--- config.mk ---
export PLATFORM = sky130hd
export DESIGN_NAME = pc_unit
export DESIGN_NICKNAME = d
export VERILOG_FILES = /design/src/rtl/core_pkg.sv /design/src/rtl/pc_next_sel.sv /design/src/rtl/pc_unit.sv
export SDC_FILE = /design/constraint.sdc
export NUM_CORES = 1
export LEC_CHECK = 0
export ABC_AREA = 0
export CAP_MARGIN = 25
export CORE_MARGIN = 1.5
export CORE_UTILIZATION = 49
export DETAILED_ROUTE_END_ITERATION = 6
export PLACE_DENSITY = 0.86
export SYNTH_ARGS = -nofsm -noshare
export SYNTH_HDL_FRONTEND = slang
export SYNTH_SLANG_ARGS = --single-unit
--- constraint.sdc ---
create_clock -name clk -period 3.5 [get_ports clk]
set_input_delay 0.35 -clock clk [delete_from_list [all_inputs] [get_ports clk]]
set_output_delay 0.35 -clock clk [all_outputs]
set_load 0.05 [all_outputs]
--- src/rtl/core_pkg.sv ---
// Shared core types and constants: PC unit states, trap causes
// and the default address map.
package core_pkg;

   typedef enum logic [1:0] {
      BOOT = 2'd0,
      RUN  = 2'd1,
      HALT = 2'd2
   } pc_state_t;

   localparam logic [3:0] CAUSE_INSN_MISALIGNED = 4'd0;
   localparam logic [3:0] CAUSE_INSN_FAULT      = 4'd1;
   localparam logic [3:0] CAUSE_ILLEGAL_INSN    = 4'd2;
   localparam logic [3:0] CAUSE_BREAKPOINT      = 4'd3;
   localparam logic [3:0] CAUSE_ECALL_M         = 4'd11;

   localparam int          XLEN_DEFAULT         = 32;
   localparam logic [31:0] RESET_VECTOR_DEFAULT = 32'h0000_0000;
   localparam logic [31:0] TRAP_VECTOR_DEFAULT  = 32'h0000_0100;

endpackage

--- src/rtl/pc_next_sel.sv ---
// Next-PC priority mux: trap, mret, redirect (with alignment
// check), stall, sequential step.
module pc_next_sel
   import core_pkg::*;
#(
   parameter int              XLEN        = XLEN_DEFAULT,
   parameter logic [XLEN-1:0] TRAP_VECTOR = TRAP_VECTOR_DEFAULT,
   parameter int              ILEN_BYTES  = 4
) (
   input  logic [XLEN-1:0] pc,
   input  logic [XLEN-1:0] epc,
   input  logic            stall,
   input  logic            redirect_valid,
   input  logic [XLEN-1:0] redirect_target,
   input  logic            trap_req,
   input  logic            mret,
   output logic [XLEN-1:0] pc_next,
   output logic            save_epc,
   output logic            misalign
);

   localparam logic [XLEN-1:0] ALIGN_MASK = XLEN'(ILEN_BYTES - 1);
   localparam logic [XLEN-1:0] STEP       = XLEN'(ILEN_BYTES);

   logic tgt_misaligned;

   assign tgt_misaligned = |(redirect_target & ALIGN_MASK);

   always_comb begin
      pc_next  = pc + STEP;
      save_epc = 1'b0;
      misalign = 1'b0;
      priority case (1'b1)
         trap_req: begin
            pc_next  = TRAP_VECTOR;
            save_epc = 1'b1;
         end
         mret: begin
            pc_next = epc;
         end
         (redirect_valid && tgt_misaligned): begin
            pc_next  = TRAP_VECTOR;
            save_epc = 1'b1;
            misalign = 1'b1;
         end
         redirect_valid: begin
            pc_next = redirect_target;
         end
         stall: begin
            pc_next = pc;
         end
         default: begin
         end
      endcase
   end

endmodule

--- src/rtl/pc_unit.sv ---
// Program-counter unit: BOOT/RUN/HALT control, PC, exception PC,
// trap cause and misalignment pulse registers.
module pc_unit
   import core_pkg::*;
#(
   parameter int              XLEN         = XLEN_DEFAULT,
   parameter logic [XLEN-1:0] RESET_VECTOR = RESET_VECTOR_DEFAULT,
   parameter logic [XLEN-1:0] TRAP_VECTOR  = TRAP_VECTOR_DEFAULT,
   parameter int              ILEN_BYTES   = 4
) (
   input  logic            clk,
   input  logic            rst,
   input  logic            stall,
   input  logic            redirect_valid,
   input  logic [XLEN-1:0] redirect_target,
   input  logic            trap_req,
   input  logic [3:0]      trap_cause_in,
   input  logic            mret,
   input  logic            halt_req,
   input  logic            resume_req,
   output logic [XLEN-1:0] pc_out,
   output logic [XLEN-1:0] pc_plus_ilen,
   output logic            pc_valid,
   output logic [XLEN-1:0] epc_out,
   output logic [3:0]      cause_out,
   output logic            misalign_exc,
   output logic            halted
);

   localparam logic [XLEN-1:0] ALIGN_MASK = XLEN'(ILEN_BYTES - 1);
   localparam logic [XLEN-1:0] STEP       = XLEN'(ILEN_BYTES);

   if ((ILEN_BYTES != 2 && ILEN_BYTES != 4) ||
       (|(RESET_VECTOR & ALIGN_MASK)) ||
       (|(TRAP_VECTOR & ALIGN_MASK))) begin : g_bad_cfg
      $fatal(1, "pc_unit: illegal ILEN_BYTES or unaligned vector");
   end

   pc_state_t       state_q, state_d;
   logic [XLEN-1:0] pc_q, pc_d;
   logic [XLEN-1:0] epc_q, epc_d;
   logic [3:0]      cause_q, cause_d;
   logic            mis_q, mis_d;

   logic [XLEN-1:0] sel_pc;
   logic            sel_save;
   logic            sel_mis;

   pc_next_sel #(
      .XLEN        (XLEN),
      .TRAP_VECTOR (TRAP_VECTOR),
      .ILEN_BYTES  (ILEN_BYTES)
   ) u_sel (
      .pc              (pc_q),
      .epc             (epc_q),
      .stall           (stall),
      .redirect_valid  (redirect_valid),
      .redirect_target (redirect_target),
      .trap_req        (trap_req),
      .mret            (mret),
      .pc_next         (sel_pc),
      .save_epc        (sel_save),
      .misalign        (sel_mis)
   );

   always_ff @(posedge clk or posedge rst) begin
      if (rst) begin
         state_q <= BOOT;
         pc_q    <= RESET_VECTOR;
         epc_q   <= '0;
         cause_q <= '0;
         mis_q   <= 1'b0;
      end else begin
         state_q <= state_d;
         pc_q    <= pc_d;
         epc_q   <= epc_d;
         cause_q <= cause_d;
         mis_q   <= mis_d;
      end
   end

   always_comb begin
      state_d = state_q;
      unique case (state_q)
         BOOT: state_d = RUN;
         RUN:  if (halt_req && !trap_req) state_d = HALT;
         HALT: if (resume_req) state_d = RUN;
         default: state_d = BOOT;
      endcase
   end

   // Only RUN advances the PC; BOOT and HALT hold everything.
   always_comb begin
      pc_d    = pc_q;
      epc_d   = epc_q;
      cause_d = cause_q;
      mis_d   = 1'b0;
      if (state_q == RUN) begin
         pc_d  = sel_pc;
         mis_d = sel_mis;
         if (sel_save) begin
            epc_d   = pc_q;
            cause_d = trap_req ? trap_cause_in : CAUSE_INSN_MISALIGNED;
         end
      end
   end

   always_comb begin
      pc_valid = (state_q == RUN);
      halted   = (state_q == HALT);
   end

   assign pc_out       = pc_q;
   assign pc_plus_ilen = pc_q + STEP;
   assign epc_out      = epc_q;
   assign cause_out    = cause_q;
   assign misalign_exc = mis_q;

endmodule

==> results of run 1 <==
## routing by layer
layer / global-route usage [%] / vias to the layer above
met2: 50.7 / 270
met3: 5.29 / 39
met5: 0 / -
met1: 43.8 / 2101
li1: - / 1968
met4: 15.2 / 0
## stage by stage
| stage | setup TNS (ps) | cells | setup slack [ps] | utilization, % | total power [mW] |
|---|---|---|---|---|---|
| CTS | 0 | 703 | 51.1 | 72.2 | 3.76 |
| finish | -11.7 | 703 | -11.7 | 72.4 | 3.77 |
| detailed placement | 0 | 689 | 429 | 70.1 | 3.16 |
| floorplan | 0 | 460 | 330 | - | 2.46 |
| global placement | 0 | 689 | 489 | 70.1 | 3.13 |
| global route | -172 | 703 | -76.4 | 72.4 | 3.90 |
## registers in the layout (all words and copies together) (netlist names)
register	flops
epc_out	32
pc_out	32
cause_out	4
state_q	2
misalign_exc	1
## worst max-delay path: stages (launching register included)
cell and delay [ps]:
dfrtp_1 520, and4_1 270, nand4_1 350, nor4_1 680, xnor2_1 180, clkdlybuf4s50_1 820
## how the worst max path moves through the flow
stage	from	to	cells past startpoint	slack, ps
floorplan	pc_out[11]	pc_plus_ilen[28]	5	330
global placement	pc_out[7]	pc_plus_ilen[30]	5	490
detailed placement	pc_out[9]	pc_plus_ilen[30]	5	430
CTS	pc_out[7]	pc_plus_ilen[30]	5	50
global route	pc_out[12]	pc_plus_ilen[29]	5	-80
finish	pc_out[12]	pc_plus_ilen[29]	5	-10
## cell usage after synthesis (6+ instances only)
library cell,instances,share of area [%]
and3_1,9,1.3
o21ai_0,38,4.5
nor3_1,19,2.3
a21oi_1,31,3.7
mux2i_1,6,1.4
a221oi_1,6,1.2
nand4_1,7,1.0
xor2_1,10,2.1
and4_1,6,1.2
nor2_1,29,2.6
mux2_2,23,6.1
dfrtp_1,71,42
xnor2_1,18,3.7
clkbuf_1,27,2.4
o2bb2ai_1,9,1.9
nand3_1,18,2.1
nor4_1,7,1.0
nand2_1,32,2.9
inv_1,16,1.4
a21o_1,7,1.2
## area by class of cell
cell class,instances,area [um^2],area share [%]
clock buffers,11,151,2.53
clock inverters,3,20.0,0.335
inverters,17,63.8,1.07
multi-input cells,337,2240,37.5
flip-flops and latches,71,1780,29.7
well taps,105,131,2.20
repair buffers,159,1590,26.6
## report_power, final
part,switching [mW],internal [mW]
Sequential,0.239,0.985
Clock,0.317,0.287
Combinational,1.27,0.669
## repair_timing
| action | in CTS | in global routing |
|---|---|---|
| endpoints found under the setup margin | 0 | 7 |
| gates resized for setup | 0 | 5 |
| hold buffers | 0 | 0 |
| endpoints found under the hold margin | 0 | 0 |
## kinds of logic (layout without fill, tap and decap cells)
kind of cell / after synthesis / after routing
AO/OA/AOI/OAI: 134 / 134
XOR/XNOR: 28 / 28
adder cells (fa/ha/maj): 2 / 2
buffers and inverters: 52 / 190
flip-flops: 71 / 71
multiplexers: 29 / 29
AND/OR/NAND/NOR: 144 / 144
==> impl_metrics.ini, run 1 <==
[logic_synthesis]
syn_avg_cell_area_um2 = 9.16
synth_top_family_by_area = compound AO/OA/AOI/OAI gates
synth_compound_area_share_pct = 21.1
postSynthCellCount = 460
synth_cell_type_count = 56
syn_nets = 506
async_flop_share_pct = 100
synthesis.area_um2 = 4210
synth_edf_count = 0
synth_fa_ha_area_share_pct = 0.594
synth_mux_area_share_pct = 7.58
ys_ff_latch = 71
yosys_most_used_dff = dfrtp_1
yosys.area_share.simple_pct = 17.8
synth_warnings = 0
ys_seq_area_share_pct = 42.2
synth-xor-area-share_pct = 5.82

[clock_tree]
clk_pin_slew_ps = 80
clk_latency_ps = 350
clock-sinks = 71
cts_tree = done
clk_path_buf_depth = 2
numCtsBuffers = 9
cts_root_buffer = clkbuf_8
htree_levels = 3
post_cts_buffers = 0

[worst_setup_path]
required_ps = 3150
rrSetupSlack_ps = 1160
startpoint_type = flip-flop
worstPathMaxFanout = 8
worstPathArrival_ps = 3160
r2r_start = state_q[0]
timing_worst_setup_path_type = reg2out
setup.worst_path.end_class = output port
reg2reg_depth = 5
reg2reg_to = pc_out[18]

[global_routing]
grt-ovfl-total = 0
grt_pass1_vias = 4180
grt.total_usage_pct = 32.4
grt_pass1_wl_um = 22200
antenna_found_initial = 0
grt_max_degree = 41

[die]
initial_utilization_pct = 51.0
fp.coreArea_um2 = 8260
rows = 33
dieWidth_um = 95.7
die_y_um = 95.7
die_area_um2 = 9160
boundaryPins = 147

[sta]
finalMaxSlewViolations = 0
tightestPinTransition_ps = 794
max_freq_mhz = 285
whs_ps = 423
relSlewSlack_pct = 47.0
finalCriticalPeriod_ps = 3510
final_hold_viol_count = 0
skew_ps = 10.1
setup_ws_ps = -11.7
finalSetupViolations = 1
rsz0062_at_grt = true
fin_crit_sh_pct = 100

[route]
wl_met3_um = 1160
wirelength_um = 14600
drc = 0
met1_length_um = 5990
wl_met2_um = 7030
ant_nets = 0
num_vias = 4378
routed.top_layer = met4
drtIter0Drc = 353
firstDrtPassIters = 5
avgViaCountPerCell = 6.23
post_drt_wl_per_cell_um = 20.7

[place]
placed_area_um2 = 5790
dp_hpwl_um = 10400
io_buffer_count = 146
gp_congestion = 0.937

[power]
ir_drop_mv = 0.488
p_per_area_nw_per_um2 = 630
p_leak_nw = 2.49

[layout]
synthToLayoutAreaGrowth_pct = 41.9
fin_nets = 641
n_antenna_cell = 0
final_area_um2 = 5980
layout_common_cells = clkdlybuf4s50_1, dfrtp_1, o21ai_0
num-fill-cells = 622
final_common_cell = clkdlybuf4s50_1
final_layout_size_suffix_gt1_share_pct = 10.5

[status]
status = finished, violations left
violations = setup timing

[job]
drv_cap = 0

[hold_path]
hold_class = in2async
No activity file was read; power rests on OpenSTA's default activity.
==> inputs of run 2 (changes only) <==
--- a/config.mk
+++ b/config.mk
@@ -5,12 +5,12 @@
 export SDC_FILE = /design/constraint.sdc
 export NUM_CORES = 1
 export LEC_CHECK = 0
-export ABC_AREA = 0
 export CAP_MARGIN = 25
 export CORE_MARGIN = 1.5
-export CORE_UTILIZATION = 49
+export CORE_UTILIZATION = 41
 export DETAILED_ROUTE_END_ITERATION = 6
-export PLACE_DENSITY = 0.86
+export PLACE_DENSITY = 0.77
+export REMOVE_ABC_BUFFERS = 1
 export SYNTH_ARGS = -nofsm -noshare
 export SYNTH_HDL_FRONTEND = slang
 export SYNTH_SLANG_ARGS = --single-unit
==> constraint.sdc (replaced) <==
create_clock -name clk -period 3.1 [get_ports clk]
set_input_delay 0.31 -clock clk [delete_from_list [all_inputs] [get_ports clk]]
set_output_delay 0.31 -clock clk [all_outputs]
set_load 0.05 [all_outputs]
==> impl_metrics.ini, run 2 (synthesis results as in run 1) <==
[route]
drtIter0Drc = 392
firstDrtPassIters = 5
drc = 0
post_drt_wl_per_cell_um = 19.8
wirelength_um = 14600
ant_nets = 0
num_vias = 4383
avgViaCountPerCell = 5.95

[place]
placedCellCount = 721
place_ws_ps = 348
dp_hpwl_um = 10500
io_buffer_count = 146
gp_congestion = 0.891

[global_routing]
grt.total_usage_pct = 27.1
grt_max_degree = 43
grt-ovfl-total = 0
grt_pass1_vias = 4408
grt_pass1_wl_um = 23200
antenna_found_initial = 0

[sta]
max_freq_mhz = 335
relSlewSlack_pct = 50.9
fin_crit_sh_pct = 96.3
final_hold_viol_count = 0
finalCriticalPeriod_ps = 2990
finalSetupViolations = 0
skew_ps = 5.94
finalMaxSlewViolations = 0
rsz0062_at_grt = false
tns_ps = 0
tightestPinTransition_ps = 730
setup_ws_ps = 114

[clock_tree]
cts_hold_buf = 0
cts_root_buffer = clkbuf_8
numCtsBuffers = 9
clk_path_buf_depth = 2
htree_levels = 3
cts_tree = done
post_cts_buffers = 0
clk_pin_slew_ps = 70
clk_latency_ps = 350
clock-sinks = 71

[hold_path]
hold_class = in2async

[worst_setup_path]
startpoint_type = flip-flop
required_ps = 2790
critPathBufInv = 1
crit_family = simple AND/OR/NAND/NOR gates
worstPathMaxFanout = 9
timing_worst_setup_path_type = reg2out
worstPathArrival_ps = 2680
setup.worst_path.end_class = output port
crit_chain = and4_1, nand4_1, nor4_1, xnor2_1, buf_4
crit_slowest_cell = nor4_1
cpPeakStageDelay_ps = 750

[die]
die_area_um2 = 10900
rows = 36
dieWidth_um = 104
die_y_um = 104
boundaryPins = 147
initial_utilization_pct = 42.7
fp.coreArea_um2 = 9860

[layout]
multi_input_area_um2 = 2240
regArea_um2 = 1780
instances_no_fill = 737
final_common_cell = clkdlybuf4s50_1
layout_common_cells = clkdlybuf4s50_1, dfrtp_1, o21ai_0
fin_nets = 645
n_antenna_cell = 0
final_layout_size_suffix_gt1_share_pct = 12.9
synthToLayoutAreaGrowth_pct = 43.7
num-fill-cells = 826

[status]
status = finished clean

[job]
drv_cap = 0

[power]
p_leak_nw = 2.64
ir_drop_mv = 0.560
p_per_area_nw_per_um2 = 710
finalPower_mw = 4.30
[run 2: cell count changes in the layout (fill, tap and decap cells not counted), sizes merged]
cell | previous run | this run
buf | 13 | 28
clkdlybuf4s50 | 143 | 124
dlymetal6s2s | 3 | 8
bufinv | 0 | 1
dlygate4sd2 | 0 | 3
clkinvlp | 2 | 0
clkbuf | 11 | 12
clkinv | 1 | 3
[run 2: routing by layer]
layer	vias to the layer above	track usage, %	wire (um)
li1	1975	-	-
met1	2094	35.3	6070
met2	276	42.9	6820
met3	38	6.33	1320
met4	0	12.0	392
met5	-	0	0
[run 2: worst paths after layout]
check                              from                to  slack (ps)  cells past startpoint
max                          pc_out[11]  pc_plus_ilen[29]         110                      5
min                                 rst        epc_out[1]         380                      2
max reg2reg                  pc_out[11]        pc_out[29]         750                      5
min reg2reg                cause_out[1]      cause_out[1]         500                      1
max in group asynchronous           rst         pc_out[9]        2060                      3
min in group clk           cause_out[1]      cause_out[1]         500                      1
[run 2: report_power, final]
group | total (mW) | internal (mW) | leakage (nW) | switching, mW
Combinational | 2.17 | 0.753 | 1.60 | 1.42
Sequential | 1.38 | 1.11 | 0.936 | 0.271
Clock | 0.742 | 0.391 | 0.100 | 0.351
[run 2: layout make-up]
cell class / count / share of cell area [%]
inverters: 17 / 1.05
well taps: 133 / 2.75
clock buffers: 12 / 2.40
clock inverters: 4 / 0.744
multi-input cells: 337 / 37.0
repair buffers: 163 / 26.7
flip-flops and latches: 71 / 29.4
[run 2: per-stage QoR]
step                      hold slack [ps]  instance area, um^2  utilization (%)
after floorplan                       383                 4070                -
after CTS                             394                 6030             61.1
after global placement                479                 5840             59.2
after global routing                  435                 6050             61.4
after detailed placement              485                 5840             59.2
final                                 382                 6050             61.4
[run 2: repair_timing]
item,in CTS,in global routing
cloned,0,0
endpoints found under the setup margin,3,9
pin swaps,0,0
resized for setup,3,9
